==> config.mk <==
export PLATFORM = sky130hd
export DESIGN_NAME = z2_cycle_tracker_flat
export DESIGN_NICKNAME = d
export VERILOG_FILES = /design/src/rtl/z2_cycle_tracker_if.sv /design/src/rtl/z2_cycle_tracker.sv /design/src/flat_wrapper.sv
export SDC_FILE = /design/constraint.sdc
export NUM_CORES = 1
export LEC_CHECK = 0
export CORE_MARGIN = 3
export CORE_UTILIZATION = 25
export DETAILED_ROUTE_END_ITERATION = 6
export PLACE_DENSITY = 0.53
export SYNTH_ARGS = -nofsm -noshare
export SYNTH_HDL_FRONTEND = slang
export SYNTH_SLANG_ARGS = --single-unit
==> constraint.sdc <==
create_clock -name clk -period 1.7 [get_ports clk]
set_input_delay 0.51 -clock clk [delete_from_list [all_inputs] [get_ports clk]]
set_output_delay 0.51 -clock clk [all_outputs]
set_load 0.005 [all_outputs]
==> src/rtl/z2_cycle_tracker_if.sv <==
// ============================================================================
// Module      : z2_cycle_tracker_if
// Description : Zorro II strobe inputs and cycle-tracker status outputs.
// Revision    : 1.0 - initial release
// ============================================================================
`default_nettype none

interface z2_cycle_tracker_if;
    logic       as_n;
    logic       uds_n;
    logic       lds_n;
    logic       rw;
    logic       board_select;
    logic       slave_ack;
    logic [1:0] z2_state;
    logic       rw_latched;
    logic       ds_active;
    logic       dtack_n;
    logic       timeout;

    modport master (
        output as_n, uds_n, lds_n, rw, board_select, slave_ack,
        input  z2_state, rw_latched, ds_active, dtack_n, timeout
    );

    modport slave (
        input  as_n, uds_n, lds_n, rw, board_select, slave_ack,
        output z2_state, rw_latched, ds_active, dtack_n, timeout
    );
endinterface

`default_nettype wire

==> src/rtl/z2_cycle_tracker.sv <==
// ============================================================================
// Module      : z2_cycle_tracker
// Description : Synchronises Zorro II strobes, tracks bus cycle, drives DTACK.
// Revision    : 1.0 - initial release
// ============================================================================
`default_nettype none

module z2_cycle_tracker #(
    parameter int SYNC_STAGES = 2,
    parameter int WAIT_STATES = 0,
    parameter int TIMEOUT     = 63
) (
    input  wire logic          clk,
    input  wire logic          reset,
    z2_cycle_tracker_if.slave  bus
);

    typedef enum logic [1:0] {
        Z2_IDLE  = 2'b00,
        Z2_START = 2'b01,
        Z2_DATA  = 2'b10,
        Z2_END   = 2'b11
    } z2_state_e;

    localparam logic [2:0] c_wait_states = 3'(WAIT_STATES);
    localparam logic [5:0] c_timeout     = 6'(TIMEOUT);

    z2_state_e              state_q, state_d;
    logic [SYNC_STAGES-1:0] as_sync_q, as_sync_d;
    logic [SYNC_STAGES-1:0] ds_sync_q, ds_sync_d;
    logic                   rw_latched_q, rw_latched_d;
    logic                   ds_active_q, ds_active_d;
    logic                   dtack_n_q, dtack_n_d;
    logic                   timeout_q, timeout_d;
    logic [2:0]             wait_cnt_q, wait_cnt_d;
    logic [5:0]             tmo_cnt_q, tmo_cnt_d;

    logic                   as_s;
    logic                   ds_s;
    logic [5:0]             tmo_cnt_inc;
    logic [2:0]             wait_cnt_inc;
    logic                   tmo_hit;

    // Either data strobe low counts as an active data phase
    always_comb begin
        as_sync_d = {as_sync_q[SYNC_STAGES-2:0], bus.as_n};
        ds_sync_d = {ds_sync_q[SYNC_STAGES-2:0], bus.uds_n & bus.lds_n};
    end

    assign as_s = as_sync_q[SYNC_STAGES-1];
    assign ds_s = ds_sync_q[SYNC_STAGES-1];

    // Both counters saturate so a stuck bus can never wrap them back to zero
    assign tmo_cnt_inc  = (tmo_cnt_q == 6'h3f) ? tmo_cnt_q : tmo_cnt_q + 6'd1;
    assign wait_cnt_inc = (wait_cnt_q == 3'h7) ? wait_cnt_q : wait_cnt_q + 3'd1;
    assign tmo_hit      = (tmo_cnt_inc == c_timeout);

    always_comb begin
        state_d      = state_q;
        rw_latched_d = rw_latched_q;
        dtack_n_d    = dtack_n_q;
        timeout_d    = 1'b0;
        wait_cnt_d   = wait_cnt_q;
        tmo_cnt_d    = tmo_cnt_q;
        ds_active_d  = ~ds_s;

        case (state_q)
            Z2_IDLE: begin
                dtack_n_d  = 1'b1;
                wait_cnt_d = 3'd0;
                tmo_cnt_d  = 6'd0;
                if (!as_s) begin
                    state_d      = Z2_START;
                    rw_latched_d = bus.rw;
                end
            end

            Z2_START: begin
                tmo_cnt_d = tmo_cnt_inc;
                if (as_s) begin
                    state_d = Z2_IDLE;
                end else if (tmo_hit) begin
                    state_d   = Z2_END;
                    timeout_d = 1'b1;
                end else if (!bus.board_select) begin
                    state_d = Z2_END;
                end else if (rw_latched_q || !ds_s) begin
                    state_d = Z2_DATA;
                end
            end

            // Abort beats acknowledge; acknowledge beats timeout
            Z2_DATA: begin
                tmo_cnt_d  = tmo_cnt_inc;
                wait_cnt_d = wait_cnt_inc;
                if (as_s) begin
                    state_d   = Z2_IDLE;
                    dtack_n_d = 1'b1;
                end else if (bus.slave_ack || (wait_cnt_q == c_wait_states)) begin
                    state_d   = Z2_END;
                    dtack_n_d = 1'b0;
                end else if (tmo_hit) begin
                    state_d   = Z2_END;
                    timeout_d = 1'b1;
                end
            end

            Z2_END: begin
                if (as_s) begin
                    state_d   = Z2_IDLE;
                    dtack_n_d = 1'b1;
                end
            end

            default: begin
                state_d   = Z2_IDLE;
                dtack_n_d = 1'b1;
            end
        endcase
    end

    always_ff @(posedge clk or posedge reset) begin
        if (reset) begin
            state_q      <= Z2_IDLE;
            as_sync_q    <= '1;
            ds_sync_q    <= '1;
            rw_latched_q <= 1'b1;
            ds_active_q  <= 1'b0;
            dtack_n_q    <= 1'b1;
            timeout_q    <= 1'b0;
            wait_cnt_q   <= 3'd0;
            tmo_cnt_q    <= 6'd0;
        end else begin
            state_q      <= state_d;
            as_sync_q    <= as_sync_d;
            ds_sync_q    <= ds_sync_d;
            rw_latched_q <= rw_latched_d;
            ds_active_q  <= ds_active_d;
            dtack_n_q    <= dtack_n_d;
            timeout_q    <= timeout_d;
            wait_cnt_q   <= wait_cnt_d;
            tmo_cnt_q    <= tmo_cnt_d;
        end
    end

    assign bus.z2_state   = state_q;
    assign bus.rw_latched = rw_latched_q;
    assign bus.ds_active  = ds_active_q;
    assign bus.dtack_n    = dtack_n_q;
    assign bus.timeout    = timeout_q;

endmodule

`default_nettype wire

==> src/flat_wrapper.sv <==
// flat-port wrapper written by rule: the top's interface ports become plain ports
module z2_cycle_tracker_flat 
#(
    parameter int SYNC_STAGES = 2,
    parameter int WAIT_STATES = 0,
    parameter int TIMEOUT     = 63
)
  (clk, reset, bus_as_n, bus_uds_n, bus_lds_n, bus_rw, bus_board_select, bus_slave_ack, bus_z2_state, bus_rw_latched, bus_ds_active, bus_dtack_n, bus_timeout);
  z2_cycle_tracker_if bus_i ();
  input  wire logic clk;
  input  wire logic reset;
  input wire logic [$bits(bus_i.as_n)-1:0] bus_as_n;
  input wire logic [$bits(bus_i.uds_n)-1:0] bus_uds_n;
  input wire logic [$bits(bus_i.lds_n)-1:0] bus_lds_n;
  input wire logic [$bits(bus_i.rw)-1:0] bus_rw;
  input wire logic [$bits(bus_i.board_select)-1:0] bus_board_select;
  input wire logic [$bits(bus_i.slave_ack)-1:0] bus_slave_ack;
  output wire logic [$bits(bus_i.z2_state)-1:0] bus_z2_state;
  output wire logic [$bits(bus_i.rw_latched)-1:0] bus_rw_latched;
  output wire logic [$bits(bus_i.ds_active)-1:0] bus_ds_active;
  output wire logic [$bits(bus_i.dtack_n)-1:0] bus_dtack_n;
  output wire logic [$bits(bus_i.timeout)-1:0] bus_timeout;
  assign bus_i.as_n = bus_as_n;
  assign bus_i.uds_n = bus_uds_n;
  assign bus_i.lds_n = bus_lds_n;
  assign bus_i.rw = bus_rw;
  assign bus_i.board_select = bus_board_select;
  assign bus_i.slave_ack = bus_slave_ack;
  assign bus_z2_state = bus_i.z2_state;
  assign bus_rw_latched = bus_i.rw_latched;
  assign bus_ds_active = bus_i.ds_active;
  assign bus_dtack_n = bus_i.dtack_n;
  assign bus_timeout = bus_i.timeout;
  z2_cycle_tracker #(.SYNC_STAGES(SYNC_STAGES), .WAIT_STATES(WAIT_STATES), .TIMEOUT(TIMEOUT)) u_core (.clk(clk), .reset(reset), .bus(bus_i));
endmodule
==> results.ini, run 1 <==
[synthesis]
synth-xor-area-share=0.00845
yosysSeqAreaShare=0.466
avgSynthCellArea_sq_um=10.4
synth_cells=100
syn-num-nets=116
synthSimpleGateAreaFrac=0.116
yosys.area.top_type_share=0.314
muxShareOfSynthArea=0.0411
yosysUniqueCellTypes=31
synth_top_family_by_area=compound AO/OA/AOI/OAI gates
synth_fa_ha_area_frac=0.0966
ys.warnings.count=0
yosys.area.top_type=dfrtp_1
ys_seq_elements=19
ys_top_cells_by_area=dfrtp_1 (31%), dfstp_2 (15%), ha_1 (9.7%)
synth_compound_area_frac=0.210
syn_area_sq_mm=0.00104

[die]
dieArea_sq_mm=0.00495
coreArea_sq_mm=0.00383
dieWidth_um=70.4
num_rows=22
start_util=0.271
die_y_um=70.4
boundaryPins=14

[sta]
clock_skew_ns=0.00420
fin_crit_sh=0.947
fmax_mhz=621
worstMarginPinSlew_ns=0.304
postLayoutSetupSlackWorst_ns=0.0909
slew_viol_final=0
slew-limit-headroom=0.797
finalHoldViolations=0
rsz0062_at_grt=no
layout_min_cycle_time_ns=1.61
setup_viol=0
finalSetupTns_ns=0

[critical_path]
end_kind=flop
critPathMaxFanout=2
required_ns=1.89
rr_startpoint=u_core.wait_cnt_q[1]$_DFFE_PP0P_
cp.arrival_ns=1.80
crit_buf_inv=1
startpoint=bus_slave_ack
crit_chain=clkdlybuf4s50_1 > a2111oi_4 > a41oi_2 > mux2_2 > a22oi_2
slowest_stage=clkdlybuf4s50_1
path_class=primary input to flop
crit_family=compound AO/OA/AOI/OAI gates
cp-start-kind=primary input
cpPeakStageDelay_ns=0.45

[min_path]
worstHoldPathType=flop to flop
hold_path_startpoint=u_core.ds_sync_q[0]$_DFF_PP1_

[placement]
portBuffers=13
gp_congestion=0.874
place_ws_ns=-0.318
placed_cell_area_sq_mm=0.00131
dp_cells=171
hpwl_um=1520

[outcome]
status=finished clean

[layout]
fin_nets=146
final_common_cell=buf_4
n_fill_cell=386
drive_gt1_frac=0.295
diodes=0
utilization=0.363
area_delta_synth_final_pct=34.1
postLayoutCellArea_sq_mm=0.00139
final_cell_mix=buf_4 (15), dfrtp_1 (13), inv_1 (11), a21oi_1 (11), nor2_1 (10)
fin_cells=177

[cts]
cts_tree=yes
clock_path_buffers=2
cts_made_buffers=3
insertion_delay_ns=0.26
cts_root_buf=clkbuf_8
clk_pin_slew_ns=0.07
htree_num_levels=1
cts_sinks=19

[route]
ant_nets=0
drc_errors=0
route.vias.total=796
avgRoutedWirePerCell_um=11.7
wl_um=2080
dr.pass1.iters=4
vias_per_cell=4.50
drt_iter0_markers=9

[power]
ir_worst_vdd_uv=744
p_leak_uw=0.000615
p_per_area_mw_per_mm2=1370

[run]
max_cap_violations=0

[global_route]
grt_pass1_vias=764
grt_antenna_before_repair=0
grt_pass1_wl_um=3400
gr-usage-all-layers=0.0848
grt-ovfl-total=0
grt_max_degree=20

[routing by layer]
| metal | share of wire | track usage | up-vias |
|---|---|---|---|
| li1 | - | - | 408 |
| met1 | 0.49 | 0.109 | 362 |
| met3 | 0.047 | 0.0302 | 6 |
| met4 | 0.013 | 0.0191 | 0 |
| met5 | 0 | 0 | - |
| met2 | 0.45 | 0.136 | 20 |
[where the power goes]
part | internal, uW | total [uW] | switching, uW
clock network | 167 | 321 | 154
logic | 467 | 936 | 469
registers | 561 | 646 | 84.2
total | 1200 | 1900 | 707
[sequential cells by signal, indices dropped and copies added, names as in the netlist]
register	flops
u_core.tmo_cnt_q	6
u_core.bus.z2_state	2
u_core.bus.timeout	1
u_core.bus.rw_latched	1
u_core.ds_sync_q	2
u_core.wait_cnt_q	3
u_core.as_sync_q	2
u_core.bus.ds_active	1
u_core.bus.dtack_n	1
[synthesized netlist by cell type (all sizes together)]
master and number:
nor2b 1, a31oi 2, a41oi 1, nand2 4, a31o 1, a21oi 12, and3 1, ha 8
dfstp 6, clkbuf 2, a22o 4, dfrtp 13, nand4 2, a22oi 1, o211a 1, o221ai 1
nor2 10, and2 1, buf 1, o21ai 4, o31ai 1, nand3 3, mux2 2, a2111oi 1
inv 12, nand3b 2, mux2i 2, xor2 1
[cell families (layout without fill, tap and decap cells)]
logic type      after synthesis  after routing
compound gates               29             29
fa+ha+maj                     8              8
simple gates                 24             24
mux                           4              4
flops                        19             19
xor+xnor                      1              1
buf+inv                      15             44
[worst register-to-register path: cells and delay by family, from the launching register on]
family,cells,cell delay (ns)
buffers and inverters,1,0.05
adder cells (fa/ha/maj),1,0.18
multiplexers,1,0.29
flip-flops,1,0.37
AO/OA/AOI/OAI,3,0.60
[worst paths after layout]
check	depth (start not counted)	slack, ns	endpoint
setup / recovery	5	0.09	u_core.bus.z2_state[0]$_DFFE_PP0P_
hold / removal	0	0.36	u_core.ds_sync_q[1]$_DFF_PP1_
setup reg to reg	6	0.12	u_core.bus.z2_state[0]$_DFFE_PP0P_
hold reg to reg	0	0.36	u_core.ds_sync_q[1]$_DFF_PP1_
max in group asynchronous	3	0.86	u_core.bus.rw_latched$_DFFE_PP1P_
min in group asynchronous	3	0.57	u_core.bus.z2_state[0]$_DFFE_PP0P_
[area by class of cell]
| class | instances | area (sq um) | share of cell area |
|---|---|---|---|
| well taps | 48 | 60.1 | 0.0432 |
| repair buffers | 28 | 238 | 0.171 |
| flip-flops and latches | 19 | 483 | 0.348 |
| multi-input cells | 66 | 518 | 0.373 |
| clock buffers | 4 | 45.0 | 0.0324 |
| inverters | 12 | 45.0 | 0.0324 |
[metrics by stage]
stage | hold WS [ns] | total power [uW]
6_report | 0.357 | 1900
5_1_grt | 0.365 | 2050
2_1_floorplan | 0.345 | 1200
3_5_place_dp | 0.347 | 1570
3_3_place_gp | 0.346 | 1560
4_1_cts | 0.357 | 1880
[timing repair]
item,in CTS,in global routing
setup endpoints to repair,6,2
buffers inserted,1,1
endpoints found under the hold margin,0,0
gates resized for setup,6,4
hold buffers,0,0
pin swaps,2,3
Note: power is estimated with default switching activity, not from simulation.
==> run 2: changes to the inputs <==
--- a/config.mk
+++ b/config.mk
@@ -8,6 +8,7 @@
 export CORE_MARGIN = 3
 export CORE_UTILIZATION = 25
 export DETAILED_ROUTE_END_ITERATION = 6
+export HOLD_SLACK_MARGIN = 0.08
 export PLACE_DENSITY = 0.53
 export SYNTH_ARGS = -nofsm -noshare
 export SYNTH_HDL_FRONTEND = slang
==> results of run 2 <==
Same layout as run 1: the final DEF is identical, and so are final timing and power.
